## config.mk

```make
export PLATFORM = sky130hd
export DESIGN_NAME = hilo_muldiv_ctrl
export DESIGN_NICKNAME = d
export VERILOG_FILES = /design/src/rtl/muldiv_pkg.sv /design/src/rtl/muldiv_step.sv /design/src/rtl/hilo_muldiv_ctrl.sv
export SDC_FILE = /design/constraint.sdc
export NUM_CORES = 1
export LEC_CHECK = 0
export CAP_MARGIN = 20
export CELL_PAD_IN_SITES_DETAIL_PLACEMENT = 1
export CELL_PAD_IN_SITES_GLOBAL_PLACEMENT = 1
export CORE_ASPECT_RATIO = 2
export CORE_MARGIN = 3
export CORE_UTILIZATION = 48
export CTS_BUF_LIST = sky130_fd_sc_hd__clkbuf_16
export CTS_CLUSTER_DIAMETER = 30
export DETAILED_ROUTE_END_ITERATION = 10
export PLACE_DENSITY_LB_ADDON = 0.25
export SYNTH_ARGS = -nofsm -noshare
export SYNTH_HDL_FRONTEND = slang
export SYNTH_SLANG_ARGS = --single-unit
```

## constraint.sdc

```tcl
create_clock -name clk -period 13.2 [get_ports clk]
set_input_delay 2.64 -clock clk [delete_from_list [all_inputs] [get_ports clk]]
set_output_delay 2.64 -clock clk [all_outputs]
set_load 0.05 [all_outputs]
```

## src/rtl/muldiv_pkg.sv

```systemverilog
// Shared types for the HI/LO multiply/divide sequencer: issue opcodes, FSM states and
// the kind of sign fix-up pending in the FIX cycle.
package muldiv_pkg;

    typedef enum logic [2:0] {
        OP_NONE  = 3'd0,
        OP_MULT  = 3'd1,
        OP_MULTU = 3'd2,
        OP_DIV   = 3'd3,
        OP_DIVU  = 3'd4,
        OP_MTHI  = 3'd5,
        OP_MTLO  = 3'd6,
        OP_RSVD  = 3'd7
    } op_t;

    typedef enum logic [1:0] {
        IDLE = 2'd0,
        MUL  = 2'd1,
        DIV  = 2'd2,
        FIX  = 2'd3
    } state_t;

    typedef enum logic [1:0] {
        FIX_MUL = 2'd0,
        FIX_DIV = 2'd1,
        FIX_DZ  = 2'd2
    } fix_t;

    localparam logic [4:0] ITER_LAST = 5'd31;

endpackage

```

## src/rtl/muldiv_step.sv

```systemverilog
// One iteration of the sequencer: radix-2 shift-add multiply (LSB first) or
// restoring divide (MSB first), purely combinational.
module muldiv_step
    import muldiv_pkg::*;
(
    input  logic        div_mode,
    input  logic [63:0] acc,
    input  logic [31:0] opa,
    input  logic [31:0] opb,
    input  logic [4:0]  count,
    output logic [63:0] acc_next,
    output logic        q_bit
);

    logic        mul_bit;
    logic [32:0] mul_sum;
    logic [32:0] trial;
    logic [32:0] diff;
    logic [4:0]  bit_idx;

    // Multiply: acc = {partial high, low product bits}; add into the top half, shift right.
    always_comb begin
        bit_idx = ITER_LAST - count;
        mul_bit = opb[bit_idx];
        mul_sum = {1'b0, acc[63:32]} + (mul_bit ? {1'b0, opa} : 33'd0);
        trial   = {acc[63:32], acc[31]};
        diff    = trial - {1'b0, opb};
        q_bit   = 1'b0;
        if (div_mode) begin
            // Divide: acc = {remainder, dividend/quotient}; the quotient bit enters at bit 0.
            q_bit = ~diff[32];
            if (q_bit) begin
                acc_next = {diff[31:0], acc[30:0], 1'b0};
            end else begin
                acc_next = {trial[31:0], acc[30:0], 1'b0};
            end
        end else begin
            acc_next = {mul_sum, acc[31:1]};
        end
    end

endmodule

```

## src/rtl/hilo_muldiv_ctrl.sv

```systemverilog
// HI/LO register pair with a multi-cycle multiply/divide sequencer; stalls the core
// on any issue or MFHI/MFLO read while an operation is in flight.
module hilo_muldiv_ctrl
    import muldiv_pkg::*;
(
    input  logic        clk,
    input  logic        reset,
    input  logic        clock_enable,
    input  logic        start,
    input  op_t         op,
    input  logic [31:0] rs_val,
    input  logic [31:0] rt_val,
    input  logic        read_req,
    output logic        busy,
    output logic        stall,
    output logic [31:0] hi,
    output logic [31:0] lo,
    output logic        div_by_zero
);

    state_t      state;
    state_t      state_next;
    fix_t        fix_kind;
    logic [4:0]  count;
    logic [63:0] acc;
    logic [31:0] opa;
    logic [31:0] opb;
    logic        neg;
    logic        rneg;

    logic        is_signed;
    logic        sign_a;
    logic        sign_b;
    logic [31:0] mag_a;
    logic [31:0] mag_b;
    logic [63:0] step_acc;
    logic        step_q;

    function automatic logic [31:0] neg32(input logic [31:0] x);
        return ~x + 32'd1;
    endfunction

    function automatic logic [63:0] neg64(input logic [63:0] x);
        return ~x + 64'd1;
    endfunction

    // |x| as 32-bit unsigned: 0x80000000 negates to itself, which reads as 2^31.
    always_comb begin
        is_signed = (op == OP_MULT) || (op == OP_DIV);
        sign_a    = is_signed & rs_val[31];
        sign_b    = is_signed & rt_val[31];
        mag_a     = sign_a ? neg32(rs_val) : rs_val;
        mag_b     = sign_b ? neg32(rt_val) : rt_val;
    end

    muldiv_step u_step (
        .div_mode (state == DIV),
        .acc      (acc),
        .opa      (opa),
        .opb      (opb),
        .count    (count),
        .acc_next (step_acc),
        .q_bit    (step_q)
    );

    always_comb begin
        state_next = state;
        case (state)
            IDLE: begin
                if (start) begin
                    case (op)
                        OP_MULT, OP_MULTU: state_next = MUL;
                        OP_DIV, OP_DIVU:   state_next = (rt_val == 32'd0) ? FIX : DIV;
                        default:           state_next = IDLE;
                    endcase
                end
            end
            MUL, DIV: begin
                if (count == 5'd0) begin
                    state_next = FIX;
                end
            end
            FIX:     state_next = IDLE;
            default: state_next = IDLE;
        endcase
    end

    always_ff @(posedge clk) begin
        if (reset) begin
            state <= IDLE;
        end else if (clock_enable) begin
            state <= state_next;
        end
    end

    always_ff @(posedge clk) begin
        if (reset) begin
            count    <= 5'd0;
            acc      <= 64'd0;
            opa      <= 32'd0;
            opb      <= 32'd0;
            neg      <= 1'b0;
            rneg     <= 1'b0;
            fix_kind <= FIX_MUL;
            hi       <= 32'd0;
            lo       <= 32'd0;
        end else if (clock_enable) begin
            case (state)
                IDLE: begin
                    if (start) begin
                        case (op)
                            OP_MULT, OP_MULTU: begin
                                opa      <= mag_a;
                                opb      <= mag_b;
                                neg      <= sign_a ^ sign_b;
                                acc      <= 64'd0;
                                count    <= ITER_LAST;
                                fix_kind <= FIX_MUL;
                            end
                            OP_DIV, OP_DIVU: begin
                                if (rt_val == 32'd0) begin
                                    // Raw dividend is what lands in HI on a divide by zero.
                                    opa      <= rs_val;
                                    fix_kind <= FIX_DZ;
                                end else begin
                                    opb      <= mag_b;
                                    acc      <= {32'd0, mag_a};
                                    neg      <= sign_a ^ sign_b;
                                    rneg     <= sign_a;
                                    count    <= ITER_LAST;
                                    fix_kind <= FIX_DIV;
                                end
                            end
                            OP_MTHI: hi <= rs_val;
                            OP_MTLO: lo <= rs_val;
                            default: ;
                        endcase
                    end
                end
                MUL, DIV: begin
                    acc   <= step_acc | {63'd0, step_q};
                    count <= count - 5'd1;
                end
                FIX: begin
                    case (fix_kind)
                        FIX_MUL: {hi, lo} <= neg ? neg64(acc) : acc;
                        FIX_DIV: begin
                            lo <= neg  ? neg32(acc[31:0])  : acc[31:0];
                            hi <= rneg ? neg32(acc[63:32]) : acc[63:32];
                        end
                        FIX_DZ: begin
                            hi <= opa;
                            lo <= 32'hFFFF_FFFF;
                        end
                        default: ;
                    endcase
                end
                default: ;
            endcase
        end
    end

    assign busy        = (state != IDLE);
    assign stall       = (start || read_req) && busy;
    assign div_by_zero = (state == FIX) && (fix_kind == FIX_DZ);

endmodule

```

# --- After elaboration in Yosys (flattened, before gate mapping) ---
# Cells that the tools add are included.
classes:
  eq_ne: 20
  magnitude_cmp: 1
  addsub: 9
  n_reduce_logical: 23
  n_bitwise: 11
  mux: 40
op_table:
  columns: ["op", "n"]
  rows:
  - ["32-bit 2-to-1 mux", 11]
  - ["64-bit 2-to-1 mux", 5]
  - ["32-bit case mux with 2 select lines", 4]
  - ["64-bit case mux with 2 select lines", 2]
  - ["32-bit case mux with 3 select lines", 2]
  - ["32-bit by 1-bit adder with 32-bit output (second input constant)", 4]
  - ["32-bit inverter", 4]
  - ["64-bit by 1-bit adder with 64-bit output (second input constant)", 1]
  - ["64-bit inverter", 1]
  - ["64-bit by 1-bit OR with 64-bit output", 1]
  - ["32-bit by 33-bit adder with 33-bit output", 1]
  - ["33-bit by 32-bit subtractor with 33-bit output", 1]
  - ["32-bit logical NOT", 1]
  - ["5-bit AND reduction", 6]
  - ["5-bit case mux with 2 select lines", 2]
  - ["5-bit 2-to-1 mux", 2]
  - ["3-bit equality test (second input constant)", 3]
  - ["2-bit inequality test (second input constant)", 4]
  - ["2-bit case mux with 2 select lines", 2]
  - ["2-bit nonzero test", 4]
  - ["2-bit equality test (second input constant)", 3]
  - ["3-bit by 2-bit equality test with 1-bit output (second input constant)", 2]
  - ["5-bit by 6-bit < comparator with 1-bit output (second input constant)", 1]
  - ["2-bit 2-to-1 mux", 3]
  - ["22 further kinds", 34]
word_totals:
  register_bits: 203
  inputBits: 72

# --- Depth between registers and ports, before layout ---
# Gate-level depths: netlist of the first run.
depth:
  depth_word: 8
  ltp_mapped: 18
  ltp_nobuf: 17

# --- By module ---
# From an unflattened synthesis of the first run, not the netlist that was laid out.
unflattened:
  cells_unflattened: 2467
  hier_area_um2: 18181.2
by_module_without_submodules:
  columns: ["module", "instances", "seq_area_each_um2", "cells_per_inst", "area_each_um2"]
  rows:
  - ["hilo_muldiv_ctrl", 1, 4063.9, 1785, 13346.6]
  - ["muldiv_step", 1, 0.0, 682, 4834.6]

# --- Least setup slack after synthesis of the first run ---
# OpenSTA, ideal clock, no wires.
synth_path:
  path_type: "in2out"
  startpoint: "input port read_req"
  endpoint: "output port stall"
  arrival_time_ns: 3.313
  required_ns: 10.560
  slack_ns: 7.247
  cell_stages: 2
  path_cell_list: "nor2_1 -> nor2_1"
synth_between:
  elab_chain_len: 2
synth_rtl:
  columns: ["element", "line_no", "source"]
  rows:
  - ["from (decl)", "hilo_muldiv_ctrl.sv:13", "input logic read_req,"]
  - ["1-bit logical OR", "hilo_muldiv_ctrl.sv:164", "assign stall = (start || read_req) && busy;"]
  - ["1-bit logical AND", "hilo_muldiv_ctrl.sv:164", null]
  - ["to (decl)", "hilo_muldiv_ctrl.sv:15", "output logic stall,"]
# No other way between the ends.

# --- Worst setup path in the final report of the first run ---
layout_path:
  startpoint: "input port start"
  endpoint: "output port stall"
layout_between:
  elab_chain_len: 2
layout_rtl:
  columns: ["element", "line_no", "source"]
  rows:
  - ["from (decl)", "hilo_muldiv_ctrl.sv:9", "input logic start,"]
  - ["1-bit logical OR", "hilo_muldiv_ctrl.sv:164", null]
  - ["1-bit logical AND", "hilo_muldiv_ctrl.sv:164", null]
# No other way between the ends.

==> summary.md, run 1 <==
| Metric | Value |
|---|---|
| Outcome | `complete, no violations` |
| CP arrival | `4100 ps` |
| Area growth syn-to-layout | `16.14%` |
| Vias in the first global route | `20,190` |
| Initial antenna violation count | `0` |
| Maximum clock frequency | `between 100 and 150 MHz` |
| Worst Skew | `28.36 ps` |
| Total track usage | `37.95%` |
| Worst-path cell chain | `clkdlybuf4s50_1 > nor2_1 > nor2_1 > clkdlybuf4s50_1` |
| RSZ-0062 raised after global routing | `false` |
| Most used DFF post-synth | `dfxtp_1` |
| CP Launch Type | `input pin` |
| Asr flop ratio synth | `0%` |
| Yosys top cell area share | `23.54%` |
| Met2 WL post-DR | `39,450 um` |
| Number of synthesized flops with an enable pin | `0` |
| Pre-antenna DRT Iters | `7` |
| Hold Path Class | `reg -> reg` |
| Initial core utilization | `48.89%` |
| Syn_nets | `2,457` |
| Port Buf Inserts | `138` |
| DR WL/cell | `approximately 27 um` |
| Final setup viols | `0` |
| Leakage | `7.482 nW` |
| Worst-skew pair later-pin latency | `550 ps` |
| Wl on met1 | `approximately 24,000 um` |
| Placed cell area | `18,770 sq um` |
| Clk Tree Root Cell | `clkbuf_16` |
| Syn Inst Count | `2,307` |
| Initial DRC count | `1,054` |
| Die area | `a little under 40,000 sq um` |
| Total congestion overflow | `0` |
| Post-route cell area | `20,050 sq um` |
| Postcts setup bufs | `0` |
| Post-cts hold buffer count | `0` |
| Vias | `18,710` |
| Commonest non-fill, non-tap cells in the layout | `nand2_1, nor2_1, dfxtp_1` |
| Post-Synthesis Cell Area | `between 15,000 and 20,000 sq um` |
| FF+latch count, synth | `203` |
| Setup TNS Final | `0 ps` |
| Buf+Inv Stages, Crit Path | `2` |
| Clock transition at path regs | `40 ps` |
| Slew Limit Headroom | `30.42%` |
| Post-synthesis sequential area ratio | `a little under a quarter` |
| Maxcap violations | `0` |
| Via-to-Cell Ratio | `6.670` |
| Final worst-path setup slack | `6458 ps` |
| Std-Cell Rows | `97` |
| Routability Congestion | `1.004` |
| Final Max Slew Viols | `0` |
| PostCTS Resize Cnt | `0` |
| Filler cell count | `4,389` |
| DRT Wirelength | `74,760 um` |
| Final nets | `2,483` |
| Share of cells above drive strength 1 | `7.669%` |
| Io pins | `139` |
| Fin crit period | `6742 ps` |
| Die span in x | `around 140 um` |
| Highest Signal Layer | `met4` |
| Die Span Y | `274.2 um` |
| CTS Buffer Depth | `3` |
| Core area | `35,320 sq um` |
| Antenna Nets Post-Route | `0` |
| Max H-tree Level | `2` |
| Pre-CTS setup slack | `about 6400 ps` |
| Clock sinks | `203` |
| Hold_ws | `431.6 ps` |
| Warnings from Yosys | `0` |
| Top cell family by delay on the critical path | `buffers and inverters` |
| Final period util | `51.07%` |
| CP Data Required Time | `10,560 ps` |
| Largest net degree at the start of global routing | `70` |
| Worst vdd ir | `0.1054 mV` |
| Met3 routed WL | `around 3200 um` |
| ANT cells | `0` |
| Final hold vios | `0` |
| Kind of critical path | `in -> out` |
| Syn Area/Cell | `7.484 sq um` |
| Slew of the pin with the lowest slew margin | `around 1000 ps` |
| Tot Pwr | `about 2.2 mW` |
| CTS tree | `done` |
| Top cells by area, synth | `dfxtp_1, xor2_1, ha_1, nor2_1, nand2_1` |
| Largest area contributor in the netlist | `dfxtp_1` |
| Drt drc | `0` |
| Most common cell after layout, fill and taps aside | `nand2_1` |
| Dpl hpwl | `~56,000 um` |
| Crit end category | `primary output` |
| Clock buffer count from CTS | `38` |
| CP max-delay cell | `clkdlybuf4s50_1` |
| Power Density | `108.6 nW/um^2` |
| Max Fanout on Critical Path | `3` |
| Count of cell types in the netlist | `79` |
| Global-route wire length before repair | `115,200 um` |
| CP max stage delay | `810 ps` |
## Yosys cell counts (29+ instances only)
master	n
ha_1	76
nor2b_1	50
a21oi_1	161
nand3_1	31
xor2_1	113
a21o_1	47
nand2b_1	31
xnor2_1	88
mux2_2	32
o21ai_0	132
a211oi_1	98
or3_1	29
clkbuf_1	167
nor2_1	226
nand2_1	223
inv_1	67
nor3_1	49
dfxtp_1	203
o211ai_1	52
a22oi_1	48
mux2i_1	29
## power breakdown
part	leakage, nW	switching [mW]	internal, mW	total [mW]
registers	1.65	0.0458	0.647	0.693
clock network	0.609	0.367	0.602	0.969
logic	5.22	0.327	0.189	0.516
total	7.48	0.739	1.44	2.18
## final timing paths
check / end / slack (ps) / depth (start not counted) / start
hold / removal: hi[20]$_SDFFE_PP0P_ / 430 / 2 / hi[20]$_SDFFE_PP0P_
setup / recovery: stall / 6460 / 4 / start
setup reg to reg: acc[62]$_SDFFE_PP0P_ / 7300 / 17 / count[0]$_SDFFE_PP0P_
hold reg to reg: hi[20]$_SDFFE_PP0P_ / 430 / 2 / hi[20]$_SDFFE_PP0P_
## kinds of logic (layout without fill, tap and decap cells)
group           Yosys count  in the layout  share of synthesized area (%)
xor+xnor                201            201                          10.20
buf+inv                 253            306                          5.696
simple gates            771            771                          21.78
fa+ha+maj                78             78                          5.739
flops                   203            203                          23.54
mux                      72             72                          5.138
compound gates          729            729                          27.92
## state kept, by name, indices dropped and copies added (netlist names)
signal	count
neg	1
state	2
lo	32
hi	32
acc	64
rneg	1
fix_kind	2
opa	32
count	5
opb	32
## metrics by stage
| step | util [%] | std cells |
|---|---|---|
| 4_1_cts | 56.69 | 2802 |
| 5_1_grt | 56.78 | 2805 |
| 6_report | 56.78 | 2805 |
| 2_1_floorplan | - | 2307 |
| 3_3_place_gp | 53.16 | 2735 |
| 3_5_place_dp | 53.16 | 2735 |
## worst min-delay path, cell delays in order, from the launching register on
cell and delay (ps):
dfxtp_1 300, nand2_1 50, nand2_1 40
## per-layer routing
metal | up-vias | track usage, %
met5 | - | 0
met4 | 0 | 32.13
met2 | 738 | 71.49
met1 | 9191 | 35.87
li1 | 8435 | -
met3 | 346 | 4.171
## area by class of cell
class                   instances  area [sq um]  share of cell area [%]
inverters                      67         251.5                   1.254
multi-input cells            1851         12290                   61.28
flip-flops and latches        203          4065                   20.27
clock buffers                  39         975.9                   4.866
well taps                     445         556.8                   2.776
clock inverters                28         270.3                   1.348
repair buffers                172          1645                   8.204
(Power assumes the default switching activity.)
==> run 2: changes to the inputs <==
--- a/config.mk
+++ b/config.mk
@@ -10,7 +10,7 @@
 export CELL_PAD_IN_SITES_GLOBAL_PLACEMENT = 1
 export CORE_ASPECT_RATIO = 2
 export CORE_MARGIN = 3
-export CORE_UTILIZATION = 48
+export CORE_UTILIZATION = 44
 export CTS_BUF_LIST = sky130_fd_sc_hd__clkbuf_16
 export CTS_CLUSTER_DIAMETER = 30
 export DETAILED_ROUTE_END_ITERATION = 10
==> constraint.sdc (replaced) <==
create_clock -name clk -period 6.4 [get_ports clk]
set_input_delay 1.28 -clock clk [delete_from_list [all_inputs] [get_ports clk]]
set_output_delay 1.28 -clock clk [all_outputs]
set_load 0.05 [all_outputs]
==> summary.md, run 2 (synthesis results as in run 1) <==
| Metric | Value |
|---|---|
| Antenna Nets Post-Route | `0 (unchanged)` |
| DRT Wirelength | `74,540 um (-0.29%)` |
| Die Span Y | `286.2 um (+4.4%)` |
| Finished Layout Cells | `2,895 (+3.2%)` |
| Crit end category | `register` |
| R2R Path End | `acc[62]$_SDFFE_PP0P_` |
| CP Launch Type | `register` |
| Io pins | `139 (unchanged)` |
| Top reg by flops | `acc` |
| Final hold vios | `0 (unchanged)` |
| Total track usage | `34.83% (-3.1 points)` |
| Max Fanout on Critical Path | `32 (+29)` |
| Pre-antenna DRT Iters | `5 (-2)` |
| CP Depth | `17 (+13)` |
| Power Density | `230.3 nW/um^2 (+110%)` |
| Filler cell count | `4,795 (+9.3%)` |
| Leakage | `7.571 nW (+1.2%)` |
| Pre-CTS setup slack | `897.7 ps (-5549 ps)` |
| Wl on met1 | `24,810 um (+2.2%)` |
| Highest Signal Layer | `met4` |
| Slew of the pin with the lowest slew margin | `1128 ps (+89.36 ps)` |
| Global-route wire length before repair | `115,200 um (about the same)` |
| Worst-path cell chain | `mux4_2 > mux4_2 > mux2i_2 > buf_4 > nand2b_1 > inv_1 > ha_1 > a211oi_1 > o21bai_1 > a32oi_1 > a31oi_1 > a311oi_1 > o21a_1 > o21bai_1 > a221oi_1 > xnor2_1 > a21o_1` |
| Clk Tree Root Cell | `clkbuf_16` |
| Crit path launch | `count[0]$_SDFFE_PP0P_` |
| Post-cts hold buffer count | `0 (unchanged)` |
| CP max-delay cell | `dfxtp_1` |
| Reg2reg start | `count[0]$_SDFFE_PP0P_` |
| RSZ-0062 raised after global routing | `false` |
| Final worst-path setup slack | `781.4 ps (-5677 ps)` |
| Most common cell after layout, fill and taps aside | `nand2_1` |
| Fin crit period | `5619 ps` |
| Max H-tree Level | `2 (unchanged)` |
| Clock sinks | `203 (unchanged)` |
| Maximum clock frequency | `178.0 MHz` |
| Port Buf Inserts | `138 (unchanged)` |
| Final period util | `87.79%` |
| ANT cells | `0 (unchanged)` |
| CP max stage delay | `730 ps (-80 ps)` |
| Die area | `41,800 sq um (+8.8%)` |
| Routability Congestion | `0.9416 (-6.2%)` |
| CTS tree | `done` |
| PostCTS Resize Cnt | `0 (unchanged)` |
| Hold_ws | `442.5 ps (+10.86 ps)` |
| Area growth syn-to-layout | `17.80%` |
| Dpl hpwl | `56,720 um (+0.70%)` |
| Met2 WL post-DR | `39,410 um (-0.11%)` |
| Via-to-Cell Ratio | `6.396 (-4.1%)` |
| Share of cells above drive strength 1 | `8.379% (+0.71 points)` |
| Die span in x | `146.1 um (+4.3%)` |
| Vias in the first global route | `19,900 (-1.4%)` |
| Hold Path Class | `reg -> reg` |
| Max reg flops | `64 (unchanged)` |
| Final setup viols | `0 (unchanged)` |
| Worst-skew pair later-pin latency | `560 ps (about the same)` |
| Clock transition at path regs | `50 ps (about the same)` |
| Maxcap violations | `0 (unchanged)` |
| Final nets | `2,492 (+0.36%)` |
| Placed cell area | `18,940 sq um (+0.86%)` |
| Final Max Slew Viols | `0 (unchanged)` |
| Initial DRC count | `986 (-6.5%)` |
| Drt drc | `0 (unchanged)` |
| Top cell family by delay on the critical path | `compound AO/OA/AOI/OAI gates` |
| Tot Pwr | `4.684 mW (+120%)` |
| Setup TNS Final | `0 ps (unchanged)` |
| Met3 routed WL | `3084 um (-4.0%)` |
| R2r setup slk | `780 ps (-6520 ps)` |
| Initial core utilization | `44.50% (-4.4 points)` |
| Worst Skew | `17.96 ps (-10.39 ps)` |
| Final core occ | `52.43% (-4.4 points)` |
| Worst Reg-to-Reg Cells | `17 (unchanged)` |
| Inst Count DP | `2,816 (+3.0%)` |
| Postcts setup bufs | `0 (unchanged)` |
| Kind of critical path | `reg -> reg` |
| Clock buffer count from CTS | `41 (+7.9%)` |
| Post-route cell area | `20,340 sq um (+1.4%)` |
| CP arrival | `6060 ps (+1960 ps)` |
| Initial antenna violation count | `0 (unchanged)` |
| Worst vdd ir | `0.2229 mV (+110%)` |
| Commonest non-fill, non-tap cells in the layout | `nand2_1, nor2_1, dfxtp_1` |
| Outcome | `complete, no violations` |
| Storage cell area | `4065 sq um (unchanged)` |
| CP Data Required Time | `6850 ps (-3710 ps)` |
| Core area | `38,800 sq um (+9.9%)` |
| Std-Cell Rows | `102 (+5.2%)` |
| DR WL/cell | `25.75 um (-3.4%)` |
| CTS Buffer Depth | `3 (unchanged)` |
| Total congestion overflow | `0 (unchanged)` |
| Largest net degree at the start of global routing | `70 (unchanged)` |
| Area of the multi-input gates | `12,300 sq um (about the same)` |
| Buf+Inv Stages, Crit Path | `2 (unchanged)` |
| Slew Limit Headroom | `24.70% (-5.7 points)` |
| Vias | `18,520 (-1.0%)` |
| Setup crit end | `acc[62]$_SDFFE_PP0P_` |
run 2: layer usage:
metal  global-route usage, %  vias to the layer above
li1                        -                     8452
met1                   33.14                     9129
met2                   65.59                      635
met3                   4.456                      301
met4                   28.90                        0
met5                       0                        -
run 2: area by class of cell:
| type | count | area share [%] |
|---|---|---|
| multi-input combinational | 1851 | 60.45 |
| timing repair buffer | 178 | 8.347 |
| inverter | 67 | 1.236 |
| sequential | 203 | 19.99 |
| tap | 520 | 3.199 |
| clock buffer | 41 | 5.044 |
| clock inverter | 35 | 1.741 |
run 2: how the worst min path moves through the flow:
stage / from / end / slack, ps / cells after the start
3_5_place_dp: hi[26]$_SDFFE_PP0P_ / hi[26]$_SDFFE_PP0P_ / 430 / 2
3_3_place_gp: hi[26]$_SDFFE_PP0P_ / hi[26]$_SDFFE_PP0P_ / 430 / 2
5_1_grt: hi[19]$_SDFFE_PP0P_ / hi[19]$_SDFFE_PP0P_ / 470 / 2
6_report: hi[20]$_SDFFE_PP0P_ / hi[20]$_SDFFE_PP0P_ / 440 / 2
4_1_cts: hi[19]$_SDFFE_PP0P_ / hi[19]$_SDFFE_PP0P_ / 450 / 2
2_1_floorplan: fix_kind[0]$_SDFFE_PP0P_ / fix_kind[0]$_SDFFE_PP0P_ / 450 / 2
run 2: worst reg2reg max path: stages, from the launching register on:
cell and delay (ps):
dfxtp_1 730, mux4_2 600, mux4_2 520, mux2i_2 220, buf_4 360, nand2b_1 210, inv_1 60, ha_1 290
a211oi_1 330, o21bai_1 160, a32oi_1 310, a31oi_1 340, a311oi_1 490, o21a_1 180, o21bai_1 90, a221oi_1 340
xnor2_1 110, a21o_1 180
run 2: power breakdown:
part	internal (mW)	total, mW	switching, mW	leakage [nW]
clock network	1.36	2.19	0.836	0.672
logic	0.393	1.06	0.671	5.25
registers	1.33	1.43	0.0931	1.65
